--- config.mk ---
export PLATFORM = sky130hd
export DESIGN_NAME = iob_addsub_mp
export DESIGN_NICKNAME = d
export VERILOG_FILES = /design/src/rtl/iob_addsub_mp.sv
export SDC_FILE = /design/constraint.sdc
export NUM_CORES = 1
export LEC_CHECK = 0
export ABC_AREA = 1
export CAP_MARGIN = 10
export CORE_AREA = 2 2 106 108
export CTS_BUF_LIST = sky130_fd_sc_hd__clkbuf_16
export DETAILED_ROUTE_END_ITERATION = 12
export DIE_AREA = 0 0 108 110
export PLACE_DENSITY = 0.71
export REMOVE_ABC_BUFFERS = 1
export SETUP_SLACK_MARGIN = 0.3
export SLEW_MARGIN = 10
export SYNTH_ARGS = -nofsm -noshare
export SYNTH_HDL_FRONTEND = slang
export SYNTH_SLANG_ARGS = --single-unit
--- constraint.sdc ---
create_clock -name clk -period 5.8 [get_ports clk]
set_clock_uncertainty 0.2 [all_clocks]
set_input_delay 1.16 -clock clk [delete_from_list [all_inputs] [get_ports clk]]
set_output_delay 1.16 -clock clk [all_outputs]
set_load 0.005 [all_outputs]
--- src/rtl/iob_addsub_mp.sv ---
// Limb-serial multi-precision signed adder/subtractor.
// Operands stream in least-significant limb first. The carry is chained across limbs, and flags are reported on the last limb.
module iob_addsub_mp #(
  parameter int DATA_W    = 32,
  parameter int MAX_LIMBS = 4
) (
  input  logic              clk,
  input  logic              rst_n,
  input  logic              in_valid,
  output logic              in_ready,
  input  logic              in_last,
  input  logic              op,
  input  logic [DATA_W-1:0] op_a,
  input  logic [DATA_W-1:0] op_b,
  output logic              out_valid,
  input  logic              out_ready,
  output logic [DATA_W-1:0] res,
  output logic              out_last,
  output logic              carry,
  output logic              overflow,
  output logic              zero,
  output logic              len_err
);

  localparam int CNT_W = $clog2(MAX_LIMBS + 1);
  localparam logic [CNT_W-1:0] LAST_CNT = CNT_W'(MAX_LIMBS - 1);

  typedef enum logic {IDLE, RUN} state_t;

  state_t           state;
  logic [CNT_W-1:0] cnt;
  logic             carry_reg;
  logic             op_reg;
  logic             zero_acc;

  logic              accept;
  logic              first;
  logic              cur_op;
  logic              cin;
  logic              is_last;
  logic              forced;
  logic [DATA_W:0]   sum_mid;
  logic [DATA_W:0]   sum_top;
  logic [DATA_W-1:0] res_nxt;
  logic              zero_nxt;

  assign in_ready = !out_valid || out_ready;
  assign accept   = in_valid && in_ready;

  // NOTE: every always_comb output gets a default first so no path can infer a latch.
  always_comb begin
    first    = (state == IDLE);
    cur_op   = first ? op : op_reg;
    cin      = first ? op : carry_reg;
    // cnt is 0 in IDLE, so this also covers MAX_LIMBS==1 on the first limb
    forced   = (cnt == LAST_CNT);
    is_last  = in_last || forced;
    sum_mid  = {1'b0, op_a} + {1'b0, op_b ^ {DATA_W{cur_op}}} + {{DATA_W{1'b0}}, cin};
    sum_top  = {op_a[DATA_W-1], op_a}
             + ({(DATA_W+1){cur_op}} ^ {op_b[DATA_W-1], op_b})
             + {{DATA_W{1'b0}}, cin};
    res_nxt  = is_last ? sum_top[DATA_W-1:0] : sum_mid[DATA_W-1:0];
    zero_nxt = (first || zero_acc) && (res_nxt == '0);
  end

  // NOTE: sequential state uses non-blocking assignments so every register samples pre-edge values.
  always_ff @(posedge clk or negedge rst_n) begin
    if (!rst_n) begin
      state     <= IDLE;
      cnt       <= '0;
      carry_reg <= 1'b0;
      op_reg    <= 1'b0;
      zero_acc  <= 1'b1;
      out_valid <= 1'b0;
      res       <= '0;
      out_last  <= 1'b0;
      carry     <= 1'b0;
      overflow  <= 1'b0;
      zero      <= 1'b0;
      len_err   <= 1'b0;
    end else if (accept) begin
      if (first) op_reg <= op;
      zero_acc <= zero_nxt;
      if (is_last) begin
        state     <= IDLE;
        cnt       <= '0;
        carry_reg <= 1'b0;
      end else begin
        state     <= RUN;
        cnt       <= cnt + CNT_W'(1);
        carry_reg <= sum_mid[DATA_W];
      end
      out_valid <= 1'b1;
      res       <= res_nxt;
      out_last  <= is_last;
      carry     <= is_last && sum_top[DATA_W];
      overflow  <= is_last && (sum_top[DATA_W] ^ sum_top[DATA_W-1]);
      zero      <= is_last && zero_nxt;
      len_err   <= is_last && forced && !in_last;
    end else if (out_ready) begin
      out_valid <= 1'b0;
      out_last  <= 1'b0;
      carry     <= 1'b0;
      overflow  <= 1'b0;
      zero      <= 1'b0;
      len_err   <= 1'b0;
    end
  end

endmodule

# Yosys cells after proc, flatten, opt, wreduce, memory -nomap -nowiden
# Index checks and enable logic that the tools add are counted.
[word_totals] out_inout_bits=39 ff_bits=45 input_bits=70
[op_classes] n_bitwise=4 eq_ne=1 reduce_logical=14 n_addsub=5 mux=13
[op_table] op="$add 33x1->33" n=2
[op_table] op="$add 32x32->33" n=1
[op_table] op="$add 33x33->33" n=1
[op_table] op="$xor 33x33->33" n=1
[op_table] op="$logic_not 32->1" n=1
[op_table] op="$mux 32" n=1
[op_table] op="$xor 32x32->32" n=1
[op_table] op="$mux 1" n=11
[op_table] op="$logic_and 1x1->1" n=7
[op_table] op="$add 3x1->3 const B" n=1
[op_table] op="$eq 3x2->1 const B" n=1
[op_table] op="$logic_or 1x1->1" n=3
[op_table] op="$mux 3" n=1
[op_table] op="$logic_not 1->1" n=2
[op_table] op="$reduce_bool 2->1" n=1
[op_table] op="$not 1->1" n=1
[op_table] op="$xor 1x1->1" n=1

# Longest topological paths before layout
# Gate-level depths: netlist (run 1).
[logic_depth] word_depth=9 depth_mapped=23 mapped_depth_nobuf=22

# Least setup slack after synthesis (run 1)
# OpenSTA, ideal clock, no wires.
[synth_timing] kind="input -> register" startpoint="in op" endpoint="reg zero_acc" arrival_ns=3.596 path_stages=22 slack_ns=1.935 setup_time_ns=0.068 path_cell_list="nand2_1 -> nand2_1 -> buf_2 -> xor2_1 -> fa_1 -> inv_1 -> fa_1 -> inv_1 -> nand3_1 -> nand2_2 -> nand2_1 -> nand2_2 -> nand2_1 -> nand2_1 -> nand3b_1 -> nand2_1 -> nand2_1 -> nand2_1 -> nand2_1 -> nor2_2 -> nand3_2 -> a21oi_2"
[synth_between] elab_chain_cells=7
[synth_lines] item="start, declared" line="12" text="input logic op,"
[synth_lines] item="$mux 1"
[synth_lines] item="$xor 33x33->33 / $xor 32x32->32 (equally long branches)" line="60, 58"
[synth_lines] item="$add 33x33->33 / $add 32x32->33 (equally long branches)" line="60, 58"
[synth_lines] item="$add 33x1->33, on equally long branches" line="61, 58"
[synth_lines] item="$mux 32 (*)" line="62" text="res_nxt = is_last ? sum_top[DATA_W-1:0] : sum_mid[DATA_W-1:0];"
[synth_lines] item="$logic_not 32->1 (*)" line="63" text="zero_nxt = (first || zero_acc) && (res_nxt == '0);"
[synth_lines] item="$logic_and 1x1->1 (*)" line="63"
[synth_lines] item="end signal, assigned" line="83" text="zero_acc <= zero_nxt;"
[synth_lines] item="end, declared" line="34" text="logic zero_acc;"
# Every way passes the cells marked *; elsewhere a longest branch is shown, timed or not.
# A chain may end at the register's enable or synchronous reset.

# Worst setup path in the final report (run 1)
# Ends and elaborated chain as after synthesis.

==> flow_summary.yaml, run 1 <==
outcome:
  outcome: "completed"
clock_tree:
  clock_path_buffers: 2
  cts_hold_buf: 0
  cts_inserted_buffers: 5
  ctsHtreeMaxLevel: 2
  post-cts-setup-buffer-count: 0
  clk_pin_slew_ps: 60
  cts_tree: "done"
  clk_latency_ps: 280
  post_cts_resized: 0
  cts_sinks: 45
  cts-root-buf: "clkbuf_16"
finish:
  nNetsFinal: 995
  final_util_pct: 56.91
  fill_cells: 1140
  largest_register_ffs: 32
  seq_area_mm2: 0.001127
  drive_above_1_share_pct: 4.040
  final_cell_area_mm2: 0.006088
  stdcell_count: 1031
  area_delta_synth_final_pct: 29.59
  multi_input_area_mm2: 0.002995
  antenna_cells: 0
timing:
  fmax_ghz: 0.2285
  whs_ps: 279.8
  min_period_ps: 4376
  worst_pin_slew_ps: 1009
  tns_ps: 0
  hold_viol: 0
  rsz0062_at_grt: "no"
  setup_viol: 0
  post-route-period-util_pct: 75.44
  slew_headroom_pct: 32.75
  maxSlewViolCount: 0
logic_synthesis:
  netlist.area_leader.share_pct: 23.97
  yosysWarnings: 0
  muxShareOfSynthArea_pct: 0
  syn_avg_cell_area_um2: 6.000
  synth_xor_area_share_pct: 7.643
  synthFlopType: "dfrtp_1"
  synth-simple-area-share_pct: 38.11
  yosys.area_share.adder_pct: 9.640
  synth_edf_count: 0
  synth.most_common_cell: "nand2_1"
  ys_ff_latch: 45
  synthDistinctLibCells: 31
  synth-seq-area-share_pct: 23.99
  syn-instance-count: 783
  synth_top_area_cell: "nand2_1"
  async_reset_ff_share_pct: 100.0
  synth.area.top_cells: "nand2_1 (24%), dfrtp_1 (23%), inv_1 (11%), ha_1 (8.8%), xor2_1 (6.3%)"
  synth_compound_area_share_pct: 8.309
  syn_area_mm2: 0.004698
  synth_commonest_cells: "nand2_1 (300), inv_1 (138), nor2_1 (79)"
  synth_top_family_by_area: "simple AND/OR/NAND/NOR gates"
setup_path:
  crit_path_top_delay_cell: "clkdlybuf4s50_1"
  crit_family: "simple AND/OR/NAND/NOR gates"
  crit_fanout: 31
  critPathBufInv: 4
  path_class: "primary input to register"
  required_ps: 5820
  max_stage_delay_ps: 480
  critPathLaunchType: "primary input"
  cp.arrival_ps: 4390
  crit_chain: "clkdlybuf4s50_1, nand2_1, nand2_2, buf_4, xor2_1, inv_1, fa_1, inv_1, nand3_1, nand2_2, nand2_1, nand2_2, xnor2_1, nand2_1, nor2_1, nand3_1, nor2_2, nand3_2, a21oi_2"
  endpoint_kind: "register"
floorplan:
  fp.coreArea_mm2: 0.01070
  floorplan.initialDensity_pct: 43.92
  die_x_um: 108
  die-area_mm2: 0.01188
  pin_count: 109
  fp.dieH_um: 110
  fp-row-count: 38
routing:
  routed_via_density: 4.742
  postRouteAntennaNets: 0
  drc: 0
  num_vias: 4889
  wl_per_cell_um: 12.26
  firstDrtPassIters: 7
  wl_mm: 12.64
  drt_iter0_markers: 249
global_route:
  grt_pass1_vias: 4457
  grt_max_degree: 46
  grt_pass1_wl_mm: 20.62
  antenna_found_initial: 0
  grt.overflow.total: 0
  track_usage_pct: 21.76
pwr:
  power.density_mw_per_mm2: 393.4
  vdd_ir_drop_max_uv: 237.5
  p_leak_nw: 3.333
placed_design:
  dp.cells: 1023
  post-dp-hpwl_mm: 10.70
  placed_area_mm2: 0.005926
  gp_congestion: 0.9525
  port_buffers: 108
job:
  max-cap-violations: 0
hold_path:
  hp-class: "register to register"
-- placed cells by master (no fill, tap or decap), drive strengths merged --
cell,netlist,routed
nor2,86,86
bufinv,0,1
xor2,34,34
clkinv,1,2
dfrtp,44,44
fa,2,2
nand3b,5,5
a21oi,22,22
o211ai,1,1
o21bai,2,2
buf,6,3
a22o,2,2
clkbuf,4,5
xnor2,7,7
and2,1,1
nand4,9,9
nand2,307,307
nand3,34,34
dfstp,1,1
o22ai,2,2
o21ai,23,23
a31oi,15,15
ha,33,33
clkdlybuf4s50,0,107
inv,142,143
-- where the power goes --
| part | internal (W) | total (W) | switching [W] |
|---|---|---|---|
| clock | 0.000200 | 0.000314 | 0.000114 |
| combinational | 0.000657 | 0.00157 | 0.000915 |
| sequential | 0.000434 | 0.000509 | 0.0000753 |
| total | 0.00129 | 0.00240 | 0.00110 |
-- cells by family after synthesis --
family / Yosys count
and+or+nand+nor: 442
buffers and inverters: 153
AOI/OAI and AO/OA: 67
DFF: 45
xor gates and xnor gates: 41
adders and majority gates: 35
-- routing by layer --
layer	track usage, %	share of wire [%]
met1	30.35	50
met2	36.34	44
met3	1.764	4.8
met4	6.044	1.8
met5	0	0
-- final cells by class --
type	instances	area share [%]
multi-input combinational	585	49.20
sequential	45	18.52
timing repair buffer	110	17.92
inverter	143	8.816
tap	140	2.877
clock buffer	5	2.055
clock inverter	3	0.6165
-- worst paths after layout --
kind	from	end	slack [ps]	cells after the start
worst min register to register	out_last$_DFFE_PN0P_	out_last$_DFFE_PN0P_	280	2
worst max register to register	state$_DFFE_PN0P_	zero_acc$_DFFE_PN1P_	2250	19
worst min-delay path	out_last$_DFFE_PN0P_	out_last$_DFFE_PN0P_	280	2
worst max-delay path	op	zero_acc$_DFFE_PN1P_	1420	19
min in group asynchronous	rst_n	res[4]$_DFFE_PN0P_	840	1
max in group asynchronous	rst_n	overflow$_DFFE_PN0P_	3920	1
-- stage by stage --
step | worst slack (ps) | total power, W
floorplan | 1346 | 0.001500
global placement | 1108 | 0.002068
detailed placement | 1100 | 0.002081
CTS | 1381 | 0.002403
global route | 1070 | 0.002633
finish | 1424 | 0.002395
-- worst register-to-register path: stages, from the launching register on --
cell,delay (ps)
dfrtp_1,410
inv_1,120
nand2_1,90
nand2_2,80
buf_4,420
xor2_1,260
inv_1,90
fa_1,430
inv_1,100
nand3_1,80
nand2_2,120
nand2_1,70
nand2_2,120
xnor2_1,190
nand2_1,90
nor2_1,150
nand3_1,100
nor2_2,140
nand3_2,110
a21oi_2,120
No activity file was read; power rests on OpenSTA's default activity.
==> run 2: changes to the inputs <==
clock period = 4.1 ns   (was 5.8 ns; I/O delays follow)
==> flow_summary.yaml, run 2 (synthesis gave the netlist of run 1 again) <==
setup_path:
  cp_common_cell: "nand2_1"
  cp.arrival_ps: 3590
  endpoint: "zero_acc$_DFFE_PN1P_"
  endpoint_kind: "register"
  crit_fanout: 4
  crit_path_top_delay_cell: "clkdlybuf4s50_1"
  worstRegToRegCells: 21
  r2r_slack_ps: 730
  critPathLaunch: "op_b[0]"
  max_stage_delay_ps: 570
  critPathLaunchType: "primary input"
  required_ps: 4120
  crit_chain: "clkdlybuf4s50_1, xor2_4, fa_2, inv_1, fa_2, inv_1, nand3_1, nand2_2, buf_4, nand4_1, nand3_1, nand2_1, nand2_1, nand2_1, inv_1, nand2_1, nor2_2, nand3_2, a21oi_2"
  path_class: "primary input to register"
  r2r_start: "state$_DFFE_PN0P_"
  reg2reg_to: "zero_acc$_DFFE_PN1P_"
pwr:
  p_clk_share_pct: 11.4
  power_frac_seq_pct: 18.3
  p_sw_w: 0.001779
  p_comb_share_pct: 70.3
  p_leak_nw: 3.564
  power.density_mw_per_mm2: 576.3
  vdd_ir_drop_max_uv: 470.6
  p_int_w: 0.002128
  power_w: 0.003907
  switching_share_pct: 45.52
routing:
  wl_per_cell_um: 13.41
  drc: 0
  postRouteAntennaNets: 0
  wl_mm: 14.24
  firstDrtPassIters: 5
  drt_iter0_markers: 242
  routed_via_density: 4.824
  num_vias: 5123
placed_design:
  port_buffers: 108
  gp_congestion: 0.9566
  placed_area_mm2: 0.005998
  post-dp-hpwl_mm: 11.34
finish:
  fill_cells: 1032
  antenna_cells: 0
  area_delta_synth_final_pct: 44.29
  seq_area_mm2: 0.001127
  nNetsFinal: 1026
  largest_register_ffs: 32
  final_util_pct: 63.37
  drive_above_1_share_pct: 15.51
  multi_input_area_mm2: 0.003369
  layout_common_cells: "nand2_1 (275), inv_1 (138), clkdlybuf4s50_1 (106), nor2_1 (62), dfrtp_1 (44)"
  final_common_cell: "nand2_1"
  final_cell_area_mm2: 0.006779
global_route:
  antenna_found_initial: 0
  grt.overflow.total: 0
  track_usage_pct: 23.81
  grt_pass1_vias: 4545
  grt_max_degree: 46
  grt_pass1_wl_mm: 22.13
hold_path:
  whs_path_depth: 2
  hp-class: "register to register"
floorplan:
  die-area_mm2: 0.01188
  floorplan.initialDensity_pct: 43.92
  fp-row-count: 38
  fp.dieH_um: 110
  die_x_um: 108
  fp.coreArea_mm2: 0.01070
  pin_count: 109
timing:
  slew_headroom_pct: 35.71
  maxSlewViolCount: 0
  fmax_ghz: 0.2799
  setup_viol: 0
  worst_pin_slew_ps: 964.3
  min_period_ps: 3573
  rsz0062_at_grt: "no"
  tns_ps: 0
  hold_viol: 0
  post-route-period-util_pct: 87.14
  whs_ps: 276.8
clock_tree:
  clk_pin_slew_ps: 60
  clock_path_buffers: 2
  cts-root-buf: "clkbuf_16"
  cts_inserted_buffers: 5
  cts_sinks: 45
  clk_latency_ps: 290
  cts_tree: "done"
  ctsHtreeMaxLevel: 2
  cts_hold_buf: 0
outcome:
  outcome: "completed"
job:
  max-cap-violations: 0
[run 2: cell count changes in the layout (fill, tap and decap cells not counted), moves of 5 or more]
cell     before  now
ha_1         33   22
xor2_2        0    8
a21oi_1      18   11
nor2_4        0    5
nor2_2        7   19
nor2_1       79   62
ha_2          0    5
nand2_2       8   31
a21oi_2       4   10
nand2_1     299  275
ha_4          0    6
xor2_1       34   25
buf_4         2   28
[run 2: worst max-delay path: cells and delay by family]
family | cells | cell delay [ps]
compound gates | 1 | 140
simple gates | 10 | 990
buf+inv | 5 | 870
xor+xnor | 1 | 170
fa+ha+maj | 2 | 580
[run 2: metrics by stage]
stage | cells | setup slack [ps]
floorplan | 773 | -13.59
global placement | 1031 | -88.40
detailed placement | 1031 | -60.09
CTS | 1042 | 305.8
global route | 1062 | 389.1
finish | 1062 | 527.2
[run 2: repair_timing]
| item | 4_1_cts | 5_1_grt |
|---|---|---|
| setup buffers | 2 | 18 |
| gates resized for setup | 7 | 85 |
| gates cloned | 1 | 2 |
| pin swaps | 4 | 27 |
| endpoints found under the setup margin | 2 | 5 |
[run 2: worst min-delay path by stage]
stage	from	endpoint	slack [ps]
finish	out_last$_DFFE_PN0P_	out_last$_DFFE_PN0P_	280
global route	res[2]$_DFFE_PN0P_	res[2]$_DFFE_PN0P_	310
CTS	out_last$_DFFE_PN0P_	out_last$_DFFE_PN0P_	280
detailed placement	out_last$_DFFE_PN0P_	out_last$_DFFE_PN0P_	270
global placement	out_last$_DFFE_PN0P_	out_last$_DFFE_PN0P_	260
floorplan	cnt[0]$_DFFE_PN0P_	cnt[0]$_DFFE_PN0P_	260
[run 2: final cells by class]
cell class | count | area share [%]
sequential | 45 | 16.63
multi-input combinational | 585 | 49.70
timing repair buffer | 141 | 20.75
clock inverter | 3 | 0.5722
inverter | 143 | 7.918
tap | 140 | 2.584
clock buffer | 5 | 1.846
[run 2: routing by layer]
| metal | GRT usage (%) | share of wire (%) | vias up |
|---|---|---|---|
| met5 | 0 | 0 | - |
| met2 | 37.78 | 45 | 132 |
| met3 | 2.822 | 4.6 | 13 |
| met1 | 34.86 | 49 | 2317 |
| met4 | 5.220 | 1.3 | 0 |
| li1 | - | - | 2661 |
[run 2: power by group through the flow]
| stage | Clock (W) | Combinational (W) | Sequential, W |
|---|---|---|---|
| floorplan | 0 | 0.00140 | 0.000718 |
| global placement | 0 | 0.00231 | 0.000718 |
| detailed placement | 0 | 0.00232 | 0.000721 |
| CTS | 0.000447 | 0.00239 | 0.000715 |
| global route | 0.000469 | 0.00306 | 0.000735 |
| finish | 0.000445 | 0.00275 | 0.000714 |
